## config.mk

```make
export PLATFORM = sky130hd
export DESIGN_NAME = cache_refill_ctrl
export DESIGN_NICKNAME = d
export VERILOG_FILES = /design/src/rtl/cache_refill_ctrl.sv
export SDC_FILE = /design/constraint.sdc
export NUM_CORES = 1
export LEC_CHECK = 0
export ABC_AREA = 1
export CORE_UTILIZATION = 44
export CTS_CLUSTER_SIZE = 30
export DETAILED_ROUTE_END_ITERATION = 8
export PLACE_DENSITY_LB_ADDON = 0.2
export SLEW_MARGIN = 20
export SYNTH_ARGS = -nofsm -noshare
export SYNTH_HDL_FRONTEND = slang
export SYNTH_SLANG_ARGS = --single-unit
```

## constraint.sdc

```tcl
create_clock -name clk -period 1.83 [get_ports clk]
set_input_delay 0.366 -clock clk [delete_from_list [all_inputs] [get_ports clk]]
set_output_delay 0.366 -clock clk [all_outputs]
set_load 0.005 [all_outputs]
```

## src/rtl/cache_refill_ctrl.sv

```systemverilog
// Miss-handling and write-through controller between the CPU port, the data cache and memory.
// Read hits complete combinationally; misses and stores go through memory with a wait timeout.
module cache_refill_ctrl #(
  parameter int TIMEOUT_CYCLES = 255
) (
  input  logic        clk,
  input  logic        rst,
  input  logic        cpu_req,
  input  logic        cpu_we,
  input  logic [31:0] cpu_addr,
  input  logic [31:0] cpu_wdata,
  output logic        cpu_ready,
  output logic        cpu_err,
  output logic [31:0] cpu_rdata,
  output logic [31:0] cache_addr,
  output logic [31:0] cache_wdata,
  output logic        cache_we,
  input  logic [31:0] cache_rdata,
  input  logic        cache_hit,
  output logic        mem_req,
  output logic        mem_we,
  output logic [31:0] mem_addr,
  output logic [31:0] mem_wdata,
  input  logic        mem_ack,
  input  logic [31:0] mem_rdata,
  output logic [31:0] hit_cnt,
  output logic [31:0] miss_cnt
);

  localparam int CNT_W = (TIMEOUT_CYCLES > 1) ? $clog2(TIMEOUT_CYCLES) : 1;
  localparam logic [CNT_W-1:0] WAIT_LIMIT = CNT_W'(TIMEOUT_CYCLES - 1);

  typedef enum logic [2:0] {
    S_IDLE, S_MEM_RD, S_MEM_WR, S_FILL, S_WR_DONE, S_ERR
  } state_t;

  state_t           state_q, state_d;
  logic [31:0]      addr_q, addr_d;
  logic [31:0]      wdata_q, wdata_d;
  logic [31:0]      line_q, line_d;
  logic [CNT_W-1:0] wait_q, wait_d;
  logic [31:0]      hit_cnt_q, hit_cnt_d;
  logic [31:0]      miss_cnt_q, miss_cnt_d;

  always_ff @(posedge clk) begin
    if (rst) begin
      state_q    <= S_IDLE;
      addr_q     <= '0;
      wdata_q    <= '0;
      line_q     <= '0;
      wait_q     <= '0;
      hit_cnt_q  <= '0;
      miss_cnt_q <= '0;
    end else begin
      state_q    <= state_d;
      addr_q     <= addr_d;
      wdata_q    <= wdata_d;
      line_q     <= line_d;
      wait_q     <= wait_d;
      hit_cnt_q  <= hit_cnt_d;
      miss_cnt_q <= miss_cnt_d;
    end
  end

  always_comb begin
    state_d    = state_q;
    addr_d     = addr_q;
    wdata_d    = wdata_q;
    line_d     = line_q;
    wait_d     = wait_q;
    hit_cnt_d  = hit_cnt_q;
    miss_cnt_d = miss_cnt_q;
    case (state_q)
      S_IDLE: begin
        if (cpu_req) begin
          if (cpu_we) begin
            addr_d  = cpu_addr;
            wdata_d = cpu_wdata;
            wait_d  = '0;
            state_d = S_MEM_WR;
          end else if (cache_hit) begin
            hit_cnt_d = hit_cnt_q + 32'd1;
          end else begin
            addr_d     = cpu_addr;
            miss_cnt_d = miss_cnt_q + 32'd1;
            wait_d     = '0;
            state_d    = S_MEM_RD;
          end
        end
      end
      // An ack arriving on the limit cycle takes priority over the timeout.
      S_MEM_RD: begin
        if (mem_ack) begin
          line_d  = mem_rdata;
          state_d = S_FILL;
        end else if (wait_q == WAIT_LIMIT) begin
          state_d = S_ERR;
        end else begin
          wait_d = wait_q + 1'b1;
        end
      end
      S_MEM_WR: begin
        if (mem_ack) begin
          state_d = S_WR_DONE;
        end else if (wait_q == WAIT_LIMIT) begin
          state_d = S_ERR;
        end else begin
          wait_d = wait_q + 1'b1;
        end
      end
      default: state_d = S_IDLE;
    endcase
  end

  always_comb begin
    cpu_ready   = 1'b0;
    cpu_err     = 1'b0;
    cpu_rdata   = '0;
    cache_addr  = addr_q;
    cache_wdata = wdata_q;
    cache_we    = 1'b0;
    mem_req     = 1'b0;
    mem_we      = 1'b0;
    mem_addr    = addr_q;
    mem_wdata   = wdata_q;
    case (state_q)
      S_IDLE: begin
        cache_addr = cpu_addr;
        cpu_rdata  = cache_rdata;
        cpu_ready  = cpu_req & ~cpu_we & cache_hit;
      end
      S_MEM_RD: mem_req = 1'b1;
      S_MEM_WR: begin
        mem_req = 1'b1;
        mem_we  = 1'b1;
      end
      S_FILL: begin
        cache_we    = 1'b1;
        cache_wdata = line_q;
        cpu_ready   = 1'b1;
        cpu_rdata   = line_q;
      end
      S_WR_DONE: begin
        cache_we  = 1'b1;
        cpu_ready = 1'b1;
      end
      S_ERR: begin
        cpu_ready = 1'b1;
        cpu_err   = 1'b1;
      end
      default: ;
    endcase
    // Reset suppresses every strobe, including the combinational hit path.
    if (rst) begin
      cpu_ready = 1'b0;
      cpu_err   = 1'b0;
      cache_we  = 1'b0;
      mem_req   = 1'b0;
      mem_we    = 1'b0;
    end
  end

  assign hit_cnt  = hit_cnt_q;
  assign miss_cnt = miss_cnt_q;

endmodule

```

==> run_results.csv, run 1 <==
group,metric,value,unit
clocking,clockBufferDepth,2,
synth,syn_avg_cell_area,6.38,um2
worst_setup_path,cp_num_buf_inv,5,
synth,synth.distinct_cells,34,
sta,tightestPinTransition,0.552,ns
layout,area_growth,74.1,%
clocking,clk_latency,0.43,ns
route,wirelength,37.0,mm
worst_setup_path,r2r-end,"mem_wdata[11]",
global_route,grt_pass1_vias,9794,
power,ir_drop,0.000696,V
layout,final_nets,1967,
sta,maxSlewHeadroom,62.9,%
global_route,grt_antenna_before_repair,1,
global_route,grt_usage,31.9,%
worst_setup_path,cp.required,1.46,ns
worst_setup_path,startpoint_type,"flip-flop",
sta,clock_skew,0.0163,ns
sta,finalSetupTns,-25.34,ns
floorplan,io_pins,363,
route,firstDrtPassIters,8,
global_route,grt_max_degree,87,
sta,finalWorstSetupSlack,-0.336,ns
sta,clock.fmax,462,MHz
synth,synth_top_area_share,39.2,%
flow_run,cap_violations,0,
synth,synth_nets,1509,
worst_setup_path,cp_top_family,"buffers and inverters",
sta,final_max_slew_viol_count,0,
clocking,clockRootBuffer,"clkbuf_16",
worst_setup_path,critPathArrivalTime,1.80,ns
synth,synth.ff_latch_count,171,
placement,post-dp-hpwl,23.9,mm
synth,syn_area,0.00874,mm2
synth,syn_inst,1371,
floorplan,die_h,143,um
placement,dp_cells,2015,
status,status,"finished, violations left",
clocking,cts_buffers,17,
synth,synth.largest_area_cell,"dfxtp_1",
sta,setup_viol,106,
route,wl_per_cell,17.5,um
floorplan,num_rows,51,
sta,hold_viol,0,
placement,place_ws,-0.536,ns
worst_setup_path,cpPeakStageDelay,0.36,ns
worst_setup_path,ff2ff_path_depth,11,
worst_setup_path,crit_path_end,"cpu_rdata[30]",
route,ant_nets,0,
worst_setup_path,crit_path_start,"state_q[1]",
worst_setup_path,endpoint_kind,"output port",
worst_setup_path,reg2reg_slack,-0.03,ns
route,drc,0,
worst_setup_path,slowest_stage,"dfxtp_4",
sta,rsz0062_at_grt,"true",
floorplan,core,0.0195,mm2
placement,gp_congestion,0.904,
route,vias_per_cell,5.26,
worst_setup_path,crit_top_cell,"buf_12",
layout,stdcell_count,2108,
worst_setup_path,cp.depth,9,
synth,synth_warnings,0,
global_route,overflow,0,
floorplan,die_w,143,um
worst_setup_path,path_max_fanout,8,
route,drt_iter0_drc,729,
worst_setup_path,critPathKind,"reg -> out",
clocking,htree_num_levels,4,
sta,final.period_utilization,118,%
sta,fin_crit,2.17,ns
floorplan,start_util,44.9,%
clocking,cts.sinks,171,
worst_setup_path,crit-reg2reg-launch,"state_q[1]",
clocking,clk_pin_slew,0.07,ns
synth,yosysSeqAreaShare,39.2,%
floorplan,dieArea,0.0204,mm2
power,p_per_area,748,mW/mm2
worst_setup_path,cp_cell_sequence,"nor2_4 -> nand2_8 -> inv_8 -> buf_12 -> buf_8 -> buf_12 -> nand2_1 -> nand2_2 -> buf_2",
route,num_vias,11100,
worst_hold_path,hp-class,"in -> reg",
clocking,cts_tree,"built",
power,leakage,6.27,nW
global_route,grt_pass1_wl,50.7,mm
status,failed_checks,"negative setup slack",
sta,hold_ws,0.427,ns
synth,synth.top_cells.by_area,"dfxtp_1 (39%), nand2_1 (16%), o21ai_0 (9.9%)",
clocking,postCtsHoldBufs,0,
placement,io_buffers,362,
layout,drive_above_1_share,25.9,%
synthesized netlist by cell type, drive strengths merged:
cell / instances
nand2: 372
o21ai: 179
o21a: 1
dfxtp: 171
xor2: 11
nor3: 9
a22oi: 1
nand3b: 1
or2: 1
inv: 182
nor4: 1
nor3b: 1
nor2: 157
buf: 23
xnor2: 5
o21bai: 4
clkbuf: 36
ha: 4
a31oi: 3
nand3: 78
nand4: 22
a21oi: 106
a211oi: 3
per-layer routing:
| layer | wire (um) | part of all wire, % | track usage, % |
|---|---|---|---|
| met4 | 1310 | 3.5 | 14.5 |
| met3 | 2910 | 7.9 | 7.61 |
| met5 | 0 | 0 | 0 |
| met1 | 14300 | 39 | 37.2 |
| met2 | 18500 | 50 | 55.1 |
cells by family (layout without fill, tap and decap cells):
| group | after synthesis | count (layout) | share of synthesized area, % |
|---|---|---|---|
| xor gates and xnor gates | 16 | 16 | 1.60 |
| AOI/OAI and AO/OA | 297 | 297 | 17.3 |
| DFF | 171 | 171 | 39.2 |
| buffers and inverters | 241 | 709 | 10.7 |
| and+or+nand+nor | 642 | 644 | 30.7 |
| adders and majority gates | 4 | 4 | 0.573 |
| other | 0 | 2 | 0 |
worst min path at each step:
stage	start	end	slack [ns]	depth (start not counted)
global route	rst	miss_cnt[19]	0.43	3
global placement	line_q[23]	line_q[23]	0.43	2
finish	rst	miss_cnt[19]	0.43	3
detailed placement	line_q[26]	line_q[26]	0.44	2
CTS	rst	miss_cnt[23]	0.40	3
floorplan	line_q[21]	line_q[21]	0.42	2
sequential cells by signal (all words and copies together) (netlist names):
| register | cells |
|---|---|
| hit_cnt | 32 |
| line_q | 32 |
| mem_addr | 32 |
| mem_wdata | 32 |
| miss_cnt | 32 |
| wait_q | 8 |
| state_q | 3 |
worst min-delay path, cell delays in order:
cell and delay [ns]:
buf_2 0.18, buf_4 0.18, nor2_1 0.09
cells in the final DEF (no fill, tap or decap), types with 50 or more instances in the layout:
cell             instances
nor2_1                 134
dfxtp_1                161
nand2_1                289
clkdlybuf4s50_1        259
o21ai_2                 55
buf_4                   63
nand2_2                 50
nand3_1                 70
inv_1                  172
a21oi_1                 94
o21ai_0                 80
buf_2                   91
timing repair:
item,CTS,global route
gates resized for setup,614,193
cloned,10,12
pin swaps,13,16
endpoints found under the setup margin,104,157
buffers inserted,33,17
stage by stage:
step                util (%)  cell area (um2)  power, mW
floorplan                  -             8740       4.99
global route            78.2            15200       11.8
finish                  78.2            15200       11.4
CTS                     73.8            14400       10.9
global placement        68.0            13200       6.64
detailed placement      68.0            13200       6.68
report_power, final:
| part | internal, mW | total (mW) | switching [mW] |
|---|---|---|---|
| clock | 2.30 | 3.86 | 1.56 |
| sequential | 3.92 | 4.06 | 0.139 |
| combinational | 1.84 | 3.46 | 1.62 |
| total | 8.06 | 11.4 | 3.32 |
cell type report:
cell class / count / area (um2)
Tap cell: 265 / 332
Antenna cell: 2 / 5.00
Sequential cell: 171 / 3440
Inverter: 182 / 692
Clock buffer: 22 / 484
Multi-Input combinational cell: 961 / 5250
Fill cell: 1385 / 4240
Timing Repair Buffer: 496 / 4890
Clock inverter: 9 / 136
No activity file was read; power rests on OpenSTA's default activity.
==> inputs of run 2 (changes only) <==
--- a/config.mk
+++ b/config.mk
@@ -6,6 +6,7 @@
 export NUM_CORES = 1
 export LEC_CHECK = 0
 export ABC_AREA = 1
+export CORE_MARGIN = 3
 export CORE_UTILIZATION = 44
 export CTS_CLUSTER_SIZE = 30
 export DETAILED_ROUTE_END_ITERATION = 8
==> run_results.csv, run 2 (synthesis results as in run 1) <==
group,metric,value,unit
status,status,"finished, violations left",
status,failed_checks,"negative setup slack",
worst_hold_path,worstHoldPathCells,3,
floorplan,dieArea,0.0216,mm2
sta,clock.fmax,454,MHz
placement,place_ws,-0.582,ns
power,p_per_area,754,mW/mm2
sta,finalSetupTns,-24.55,ns
route,wirelength,37.8,mm
layout,layout_commonest_cell,"nand2_1",
global_route,grt_max_degree,101,
flow_run,cap_violations,0,
layout,seqCellArea,0.00345,mm2
global_route,grt_antenna_before_repair,6,
global_route,grt_usage,32.0,%
sta,maxSlewHeadroom,60.0,%
worst_setup_path,cpPeakStageDelay,0.38,ns
sta,setup_viol,101,
worst_setup_path,crit_path_start,"state_q[1]",
power,power.total,11.3,mW
worst_setup_path,cp.required,1.46,ns
layout,final_nets,1952,
placement,dp_cells,2000,
sta,final_max_slew_viol_count,0,
sta,hold_ws,0.452,ns
worst_setup_path,reg2reg_slack,-0.08,ns
global_route,overflow,0,
layout,drive_above_1_share,24.8,%
floorplan,die_h,147,um
route,vias_per_cell,5.26,
global_route,grt_pass1_wl,55.8,mm
layout,area_growth,71.3,%
worst_hold_path,hp-class,"in -> reg",
worst_setup_path,endpoint_kind,"output port",
worst_setup_path,crit-reg2reg-launch,"state_q[2]",
floorplan,core,0.0191,mm2
worst_setup_path,slowest_stage,"dfxtp_4",
global_route,groute.layer.met3.usage,6.48,%
global_route,busiest_layer,"met2",
global_route,met2_usage,55.9,%
global_route,grt_use_met1,38.3,%
route,drt_iter0_drc,642,
worst_setup_path,cp_cell_sequence,"inv_4 -> nor3_4 -> buf_12 -> buf_8 -> buf_6 -> buf_6 -> o21ai_1 -> buf_2",
sta,final.period_utilization,120,%
layout,layout_common_cells,"nand2_1 (279), clkdlybuf4s50_1 (260), inv_1 (172), dfxtp_1 (153), nor2_1 (135)",
route,drc,0,
global_route,grt_pass1_vias,10200,
clocking,postCtsHoldBufs,0,
layout,fill_cells,1402,
clocking,clk_pin_slew,0.06,ns
clocking,clockBufferDepth,2,
route,wl_per_cell,18.1,um
floorplan,die_w,147,um
layout,multi_input_area,0.00517,mm2
layout,stdcell_count,2092,
clocking,clockRootBuffer,"clkbuf_16",
worst_setup_path,startpoint_type,"flip-flop",
worst_setup_path,path_max_fanout,6,
floorplan,num_rows,50,
placement,placed_area,0.0131,mm2
placement,post-dp-hpwl,25.0,mm
route,firstDrtPassIters,5,
worst_setup_path,critPathArrivalTime,1.84,ns
power,leakage,6.16,nW
clocking,clk_latency,0.43,ns
sta,clock_skew,0.0148,ns
worst_setup_path,critPathKind,"reg -> out",
placement,io_buffers,362,
floorplan,io_pins,363,
worst_setup_path,ff2ff_path_depth,10,
power,ir_drop,0.000693,V
worst_setup_path,crit_top_cell,"buf_6",
layout,fin_util,78.5,%
sta,hold_viol,0,
route,num_vias,11000,
sta,fin_crit,2.20,ns
placement,gp_congestion,0.935,
route,ant_nets,0,
clocking,cts_tree,"built",
layout,stdcell_area,0.0150,mm2
sta,tightestPinTransition,0.595,ns
clocking,cts_buffers,17,
worst_hold_path,hold_start,"rst",
floorplan,start_util,45.8,%
clocking,cts.sinks,171,
clocking,htree_num_levels,4,
sta,finalWorstSetupSlack,-0.373,ns
sta,rsz0062_at_grt,"true",
[run 2: repair_timing]
action                     CTS  global route
pin swaps                    7            15
gates cloned                10             2
resized for setup          625           158
setup endpoints to repair  104           136
hold endpoints to repair     0             0
buffers inserted            34            18
[run 2: where the power goes]
part	switching, mW	internal, mW
logic	1.56	1.68
registers	0.144	3.92
clock network	1.55	2.43
total	3.26	8.04
[run 2: layer usage]
metal / wire [um] / up-vias
li1: - / 5276
met1: 14600 / 5137
met2: 18900 / 480
met3: 2550 / 113
met4: 1740 / 2
met5: 13 / -
[run 2: cell type report]
type                    count  share of cell area [%]
clock inverters            10                    1.09
well taps                 260                    2.17
multi-input cells         959                    34.6
repair buffers            483                    31.2
flip-flops and latches    171                    23.0
clock buffers              22                    3.23
diodes                      5                  0.0836
inverters                 182                    4.65
[run 2: final timing paths]
check,endpoint
max reg2reg,hit_cnt[8]
max,cache_wdata[12]
min reg2reg,line_q[20]
min,state_q[0]
[run 2: worst max-delay path: cells and delay by family (launching register included)]
kind | cells | cell delay [ns]
buffers and inverters | 6 | 0.68
flip-flops | 1 | 0.38
AND/OR/NAND/NOR | 1 | 0.28
AO/OA/AOI/OAI | 1 | 0.05
